==> config.mk <==
export PLATFORM = sky130hd
export DESIGN_NAME = alu_pipe_stage_flat
export DESIGN_NICKNAME = d
export VERILOG_FILES = /design/src/rtl/alu_pipe_stage_if.sv /design/src/rtl/alu_pipe_stage.sv /design/src/flat_wrapper.sv
export SDC_FILE = /design/constraint.sdc
export NUM_CORES = 1
export LEC_CHECK = 0
export BUFFER_PORTS_ARGS = -buffer_cell sky130_fd_sc_hd__buf_2
export CAP_MARGIN = 20
export CELL_PAD_IN_SITES_DETAIL_PLACEMENT = 1
export CELL_PAD_IN_SITES_GLOBAL_PLACEMENT = 1
export CORE_UTILIZATION = 45
export CTS_BUF_LIST = sky130_fd_sc_hd__clkbuf_4
export DETAILED_ROUTE_END_ITERATION = 10
export PLACE_DENSITY = 0.91
export SETUP_SLACK_MARGIN = 0.1
export SLEW_MARGIN = 15
export SYNTH_ARGS = -nofsm -noshare
export SYNTH_HDL_FRONTEND = slang
export SYNTH_SLANG_ARGS = --single-unit
==> constraint.sdc <==
create_clock -name clk -period 4.8 [get_ports clk]
set_clock_uncertainty 0.1 [all_clocks]
set_input_delay 1.2 -clock clk [delete_from_list [all_inputs] [get_ports clk]]
set_output_delay 1.2 -clock clk [all_outputs]
set_load 0.01 [all_outputs]
==> src/rtl/alu_pipe_stage_if.sv <==
// Valid/ready operand and result channels of the two-stage ALU pipeline.
// Upstream and downstream share one bundle; the DUT attaches as slave.
interface alu_pipe_stage_if #(
   parameter int unsigned WIDTH = 8
);
   logic             in_valid;
   logic             in_ready;
   logic [2:0]       op;
   logic [WIDTH-1:0] a;
   logic [WIDTH-1:0] b;
   logic             out_valid;
   logic             out_ready;
   logic [WIDTH-1:0] y;
   logic             cout;
   logic             zero;
   logic             ovf;

   modport master (
      output in_valid, op, a, b, out_ready,
      input  in_ready, out_valid, y, cout, zero, ovf
   );

   modport slave (
      input  in_valid, op, a, b, out_ready,
      output in_ready, out_valid, y, cout, zero, ovf
   );
endinterface

==> src/rtl/alu_pipe_stage.sv <==
// Two-stage registered ALU: stage 1 captures op/a/b, stage 2 registers result and flags.
// Counts results consumed downstream.
module alu_pipe_stage #(
   parameter int unsigned WIDTH = 8,
   parameter int unsigned CNT_W = 16
) (
   input  logic             clk,
   input  logic             rst_n,
   alu_pipe_stage_if.slave  bus,
   output logic [CNT_W-1:0] done_cnt
);
   typedef enum logic [2:0] {
      OP_INC   = 3'b000,
      OP_DEC   = 3'b001,
      OP_ADD   = 3'b010,
      OP_SUB   = 3'b011,
      OP_AND   = 3'b100,
      OP_OR    = 3'b101,
      OP_XOR   = 3'b110,
      OP_PASSA = 3'b111
   } op_e;

   logic             r_s1_valid;
   op_e              r_s1_op;
   logic [WIDTH-1:0] r_s1_a;
   logic [WIDTH-1:0] r_s1_b;
   logic             r_s2_valid;
   logic [WIDTH-1:0] r_y;
   logic             r_cout;
   logic             r_zero;
   logic             r_ovf;
   logic [CNT_W-1:0] r_cnt;

   logic             w_adv1;
   logic             w_adv2;
   logic [WIDTH-1:0] w_opb;
   logic             w_cin;
   logic             w_arith;
   logic [WIDTH:0]   w_sum;
   logic [WIDTH-1:0] w_y;
   logic             w_cout;
   logic             w_ovf;

   assign w_adv2 = !r_s2_valid || bus.out_ready;
   assign w_adv1 = !r_s1_valid || w_adv2;

   // Every arithmetic op is a + opb + cin on an extended adder; opb is the effective operand.
   always_comb begin
      w_opb   = '0;
      w_cin   = 1'b0;
      w_arith = 1'b0;
      w_y     = '0;
      unique case (r_s1_op)
         OP_INC:  begin w_opb = WIDTH'(1); w_arith = 1'b1; end
         OP_DEC:  begin w_opb = '1;        w_arith = 1'b1; end
         OP_ADD:  begin w_opb = r_s1_b;    w_arith = 1'b1; end
         OP_SUB:  begin w_opb = ~r_s1_b;   w_cin = 1'b1; w_arith = 1'b1; end
         default: ;
      endcase
      w_sum = {1'b0, r_s1_a} + {1'b0, w_opb} + (WIDTH+1)'(w_cin);
      unique case (r_s1_op)
         OP_AND:   w_y = r_s1_a & r_s1_b;
         OP_OR:    w_y = r_s1_a | r_s1_b;
         OP_XOR:   w_y = r_s1_a ^ r_s1_b;
         OP_PASSA: w_y = r_s1_a;
         default:  w_y = w_sum[WIDTH-1:0];
      endcase
      w_cout = w_arith & w_sum[WIDTH];
      w_ovf  = w_arith & (r_s1_a[WIDTH-1] == w_opb[WIDTH-1]) & (w_y[WIDTH-1] != r_s1_a[WIDTH-1]);
   end

   always_ff @(posedge clk or negedge rst_n) begin
      if (!rst_n) begin
         r_s1_valid <= 1'b0;
         r_s1_op    <= OP_INC;
         r_s1_a     <= '0;
         r_s1_b     <= '0;
      end else if (w_adv1) begin
         r_s1_valid <= bus.in_valid;
         if (bus.in_valid) begin
            r_s1_op <= op_e'(bus.op);
            r_s1_a  <= bus.a;
            r_s1_b  <= bus.b;
         end
      end
   end

   always_ff @(posedge clk or negedge rst_n) begin
      if (!rst_n) begin
         r_s2_valid <= 1'b0;
         r_y        <= '0;
         r_cout     <= 1'b0;
         r_zero     <= 1'b0;
         r_ovf      <= 1'b0;
      end else if (w_adv2) begin
         r_s2_valid <= r_s1_valid;
         if (r_s1_valid) begin
            r_y    <= w_y;
            r_cout <= w_cout;
            r_zero <= (w_y == '0);
            r_ovf  <= w_ovf;
         end
      end
   end

   always_ff @(posedge clk or negedge rst_n) begin
      if (!rst_n) begin
         r_cnt <= '0;
      end else if (r_s2_valid && bus.out_ready) begin
         r_cnt <= r_cnt + CNT_W'(1);
      end
   end

   assign bus.in_ready  = w_adv1;
   assign bus.out_valid = r_s2_valid;
   assign bus.y         = r_y;
   assign bus.cout      = r_cout;
   assign bus.zero      = r_zero;
   assign bus.ovf       = r_ovf;
   assign done_cnt      = r_cnt;
endmodule

==> src/flat_wrapper.sv <==
// flat-port wrapper written by rule: the top's interface ports become plain ports
module alu_pipe_stage_flat 
#(
   parameter int unsigned WIDTH = 8,
   parameter int unsigned CNT_W = 16
)
  (clk, rst_n, done_cnt, bus_in_valid, bus_op, bus_a, bus_b, bus_out_ready, bus_in_ready, bus_out_valid, bus_y, bus_cout, bus_zero, bus_ovf);
  alu_pipe_stage_if #(.WIDTH(WIDTH)) bus_i ();
  input  logic clk;
  input  logic rst_n;
  output logic [CNT_W-1:0] done_cnt;
  input wire logic [$bits(bus_i.in_valid)-1:0] bus_in_valid;
  input wire logic [$bits(bus_i.op)-1:0] bus_op;
  input wire logic [$bits(bus_i.a)-1:0] bus_a;
  input wire logic [$bits(bus_i.b)-1:0] bus_b;
  input wire logic [$bits(bus_i.out_ready)-1:0] bus_out_ready;
  output wire logic [$bits(bus_i.in_ready)-1:0] bus_in_ready;
  output wire logic [$bits(bus_i.out_valid)-1:0] bus_out_valid;
  output wire logic [$bits(bus_i.y)-1:0] bus_y;
  output wire logic [$bits(bus_i.cout)-1:0] bus_cout;
  output wire logic [$bits(bus_i.zero)-1:0] bus_zero;
  output wire logic [$bits(bus_i.ovf)-1:0] bus_ovf;
  assign bus_i.in_valid = bus_in_valid;
  assign bus_i.op = bus_op;
  assign bus_i.a = bus_a;
  assign bus_i.b = bus_b;
  assign bus_i.out_ready = bus_out_ready;
  assign bus_in_ready = bus_i.in_ready;
  assign bus_out_valid = bus_i.out_valid;
  assign bus_y = bus_i.y;
  assign bus_cout = bus_i.cout;
  assign bus_zero = bus_i.zero;
  assign bus_ovf = bus_i.ovf;
  alu_pipe_stage #(.WIDTH(WIDTH), .CNT_W(CNT_W)) u_core (.clk(clk), .rst_n(rst_n), .bus(bus_i), .done_cnt(done_cnt));
endmodule
==> impl_metrics.json <==
{
  "total_power_mw": 1.374,
  "synth_top_cell_by_area": "dfrtp_1",
  "ys_top_cells_by_count": "dfrtp_1, nand2_1, inv_1, ha_1, mux2_2",
  "coreArea_um2": 6314,
  "status": "complete, no violations",
  "yosys.area.top_type_share_pct": 41.06,
  "drc": 0,
  "slew_violations": 0,
  "path_cells": "xnor2_1, a21oi_1, fa_1, fa_1, and3_1, o21a_1, o21a_1, o21a_1, o31a_1, a32o_1",
  "dr_total_vias": 2158,
  "cts_num_sinks": 48,
  "avgSynthCellArea_um2": 10.83,
  "async_flop_share_pct": 100.0,
  "overflow": 0,
  "powerDensity_nw_per_um2": 414.0,
  "antenna_found_initial": 0,
  "n_antenna_cell": 0,
  "drt_iter0_drc": 77,
  "cts_buffers": 5,
  "cp_common_cell": "o21a_1",
  "clkTransAtPathRegs_ns": 0.16,
  "grt_pass1_vias": 2288,
  "crit_family": "compound AO/OA/AOI/OAI gates",
  "die-area_um2": 6827,
  "cp_slowest_cell": "dfrtp_1",
  "max_stage_delay_ns": 0.88,
  "hold_class": "reg2reg",
  "grt_first_pass_wirelength_mm": 10.84,
  "worst_slew_pin_slew_ns": 0.9291,
  "ys_seq_area_share_pct": 41.06,
  "synthMostInstantiatedCell": "dfrtp_1",
  "ios": 52,
  "die_h_um": 82.63,
  "area_growth_syn_to_layout_pct": 13.47,
  "peakVddDrop_uv": 170.7,
  "nets": 368,
  "num_rows": 29,
  "path_class": "reg2reg",
  "post-dp-hpwl_mm": 4.924,
  "finalSetupViolCount": 0,
  "cp_max_fo": 18,
  "grt_start_max_net_pins": 49,
  "grt_util_met3_pct": 3.956,
  "via_per_inst": 5.436,
  "synth_ff_type": "dfrtp_1",
  "met2_usage_pct": 37.77,
  "leakagePower_nw": 1.634,
  "hold_violations": 0,
  "root_buffer": "clkbuf_4",
  "multi_input_area_um2": 1587,
  "gp_congestion": 0.7879,
  "die_w_um": 82.63,
  "busiest_layer": "met2",
  "io_buffer_count": 51,
  "maxCapViolCount": 0,
  "finalCritPeriodShare_pct": 75.20,
  "cts.repair.resized": 0,
  "cts_max_path_buffers": 2,
  "crit_arrival_ns": 3.79,
  "clk_latency_ns": 0.37,
  "cp.required_ns": 4.98,
  "synth-seq-cells": 48,
  "cts_tree": "done",
  "synth_area_leaders": "dfrtp_1, ha_1, mux2_2, xnor2_1, mux4_1",
  "track_usage_pct": 21.37,
  "fmax_mhz": 277.0,
  "start_util_pct": 46.33,
  "synth_nets": 319,
  "cp-start-kind": "register",
  "crit_buf_inv": 0,
  "ctsHtreeMaxLevel": 2,
  "synth_cells": 270,
  "yosysUniqueCellTypes": 39,
  "synth_area_um2": 2925,
  "postRouteWirelength_mm": 6.565,
  "antenna_left": 0,
  "layout.area.seq_um2": 1201,
  "relSlewSlack_pct": 38.06,
  "critPathCaptureType": "register",
  "firstDrtPassIters": 4,
  "routedWlPerCell_um": 16.54,
  "synth-edff-count": 0,
  "use_met1_pct": 25.85,
  "rsz0062_at_grt": "false",
  "nFillCells": 738,
  "yosys_warnings": 0,
  "drive_gt1_share_pct": 26.88,
  "cts-hold-fix-buffers": 0,
  "period_needed_ns": 3.610,
  "post_cts_buffers": 0,
  "fin_setup_tns_ns": 0
}
==> flip-flops by register name, summed over array words and instances, names as in the netlist <==
register / cells
u_core.bus.cout: 1
u_core.bus.out_valid: 1
u_core.bus.ovf: 1
u_core.bus.y: 8
u_core.bus.zero: 1
u_core.done_cnt: 16
u_core.r_s1_a: 8
u_core.r_s1_b: 8
u_core.r_s1_op: 3
u_core.r_s1_valid: 1
==> layout make-up <==
cell class / count / area share [%]
Clock inverter: 3 / 1.395
Multi-Input combinational cell: 188 / 47.79
Timing Repair Buffer: 51 / 7.765
Inverter: 25 / 2.827
Clock buffer: 5 / 1.131
Sequential cell: 48 / 36.19
Tap cell: 77 / 2.902
==> where the power goes <==
| group | internal (mW) | switching [mW] |
|---|---|---|
| clock | 0.112 | 0.143 |
| combinational | 0.253 | 0.269 |
| sequential | 0.488 | 0.110 |
| total | 0.852 | 0.522 |
==> routing by layer <==
metal / up-vias / routed length [µm]
li1: 1027 / -
met1: 1060 / 2716
met2: 53 / 3469
met3: 18 / 231
met4: 0 / 147
met5: - / 0
==> worst reg2reg max path: cells and delay by family, from the launching register on <==
kind,cells,cell delay [ns]
adders and majority gates,2,0.89
DFF,1,0.88
xor gates and xnor gates,1,0.20
AOI/OAI and AO/OA,6,1.22
and+or+nand+nor,1,0.23
==> cell families after synthesis <==
kind of cell / Yosys count / synth area share [%]
simple gates: 74 / 11.89
flops: 48 / 41.06
buf+inv: 34 / 4.705
mux: 33 / 16.30
compound gates: 28 / 6.331
xor+xnor: 27 / 8.084
fa+ha+maj: 26 / 11.63
==> final timing paths <==
check	startpoint	end	slack [ns]	cells after the start
max	u_core.r_s1_op[0]$_DFFE_PN0P_	u_core.bus.zero$_DFFE_PN0P_	1.19	10
min	u_core.done_cnt[15]$_DFFE_PN0P_	u_core.done_cnt[15]$_DFFE_PN0P_	0.38	1
max reg2reg	u_core.r_s1_op[0]$_DFFE_PN0P_	u_core.bus.zero$_DFFE_PN0P_	1.19	10
min reg2reg	u_core.done_cnt[15]$_DFFE_PN0P_	u_core.done_cnt[15]$_DFFE_PN0P_	0.38	1
max in group asynchronous	rst_n	u_core.r_s1_b[1]$_DFFE_PN0P_	3.47	1
min in group asynchronous	rst_n	u_core.done_cnt[11]$_DFFE_PN0P_	0.71	1
==> cell usage in the layout, fill, tap and decap left out, drive strengths merged, types with 6 or more instances in the layout <==
cell / Yosys / routed
xnor2: 16 / 16
nor2: 19 / 19
o21ai: 9 / 9
nand4: 6 / 6
inv: 25 / 26
dfrtp: 48 / 48
xor2: 11 / 11
nand2: 27 / 27
mux4: 8 / 8
ha: 24 / 24
mux2: 22 / 22
nor3: 6 / 6
buf: 5 / 51
==> per-stage QoR <==
| stage | utilization (%) | setup slack [ns] | hold slack, ns | area, µm² | cells |
|---|---|---|---|---|---|
| CTS | 52.54 | 1.214 | 0.3900 | 3317 | 397 |
| floorplan | - | 1.286 | 0.3798 | 2925 | 270 |
| global route | 52.58 | 1.013 | 0.4181 | 3319 | 397 |
| finish | 52.58 | 1.190 | 0.3809 | 3319 | 397 |
| detailed placement | 51.21 | 1.287 | 0.3690 | 3233 | 389 |
| global placement | 51.21 | 1.386 | 0.3566 | 3233 | 389 |
Power figures use the tool's default switching activity.
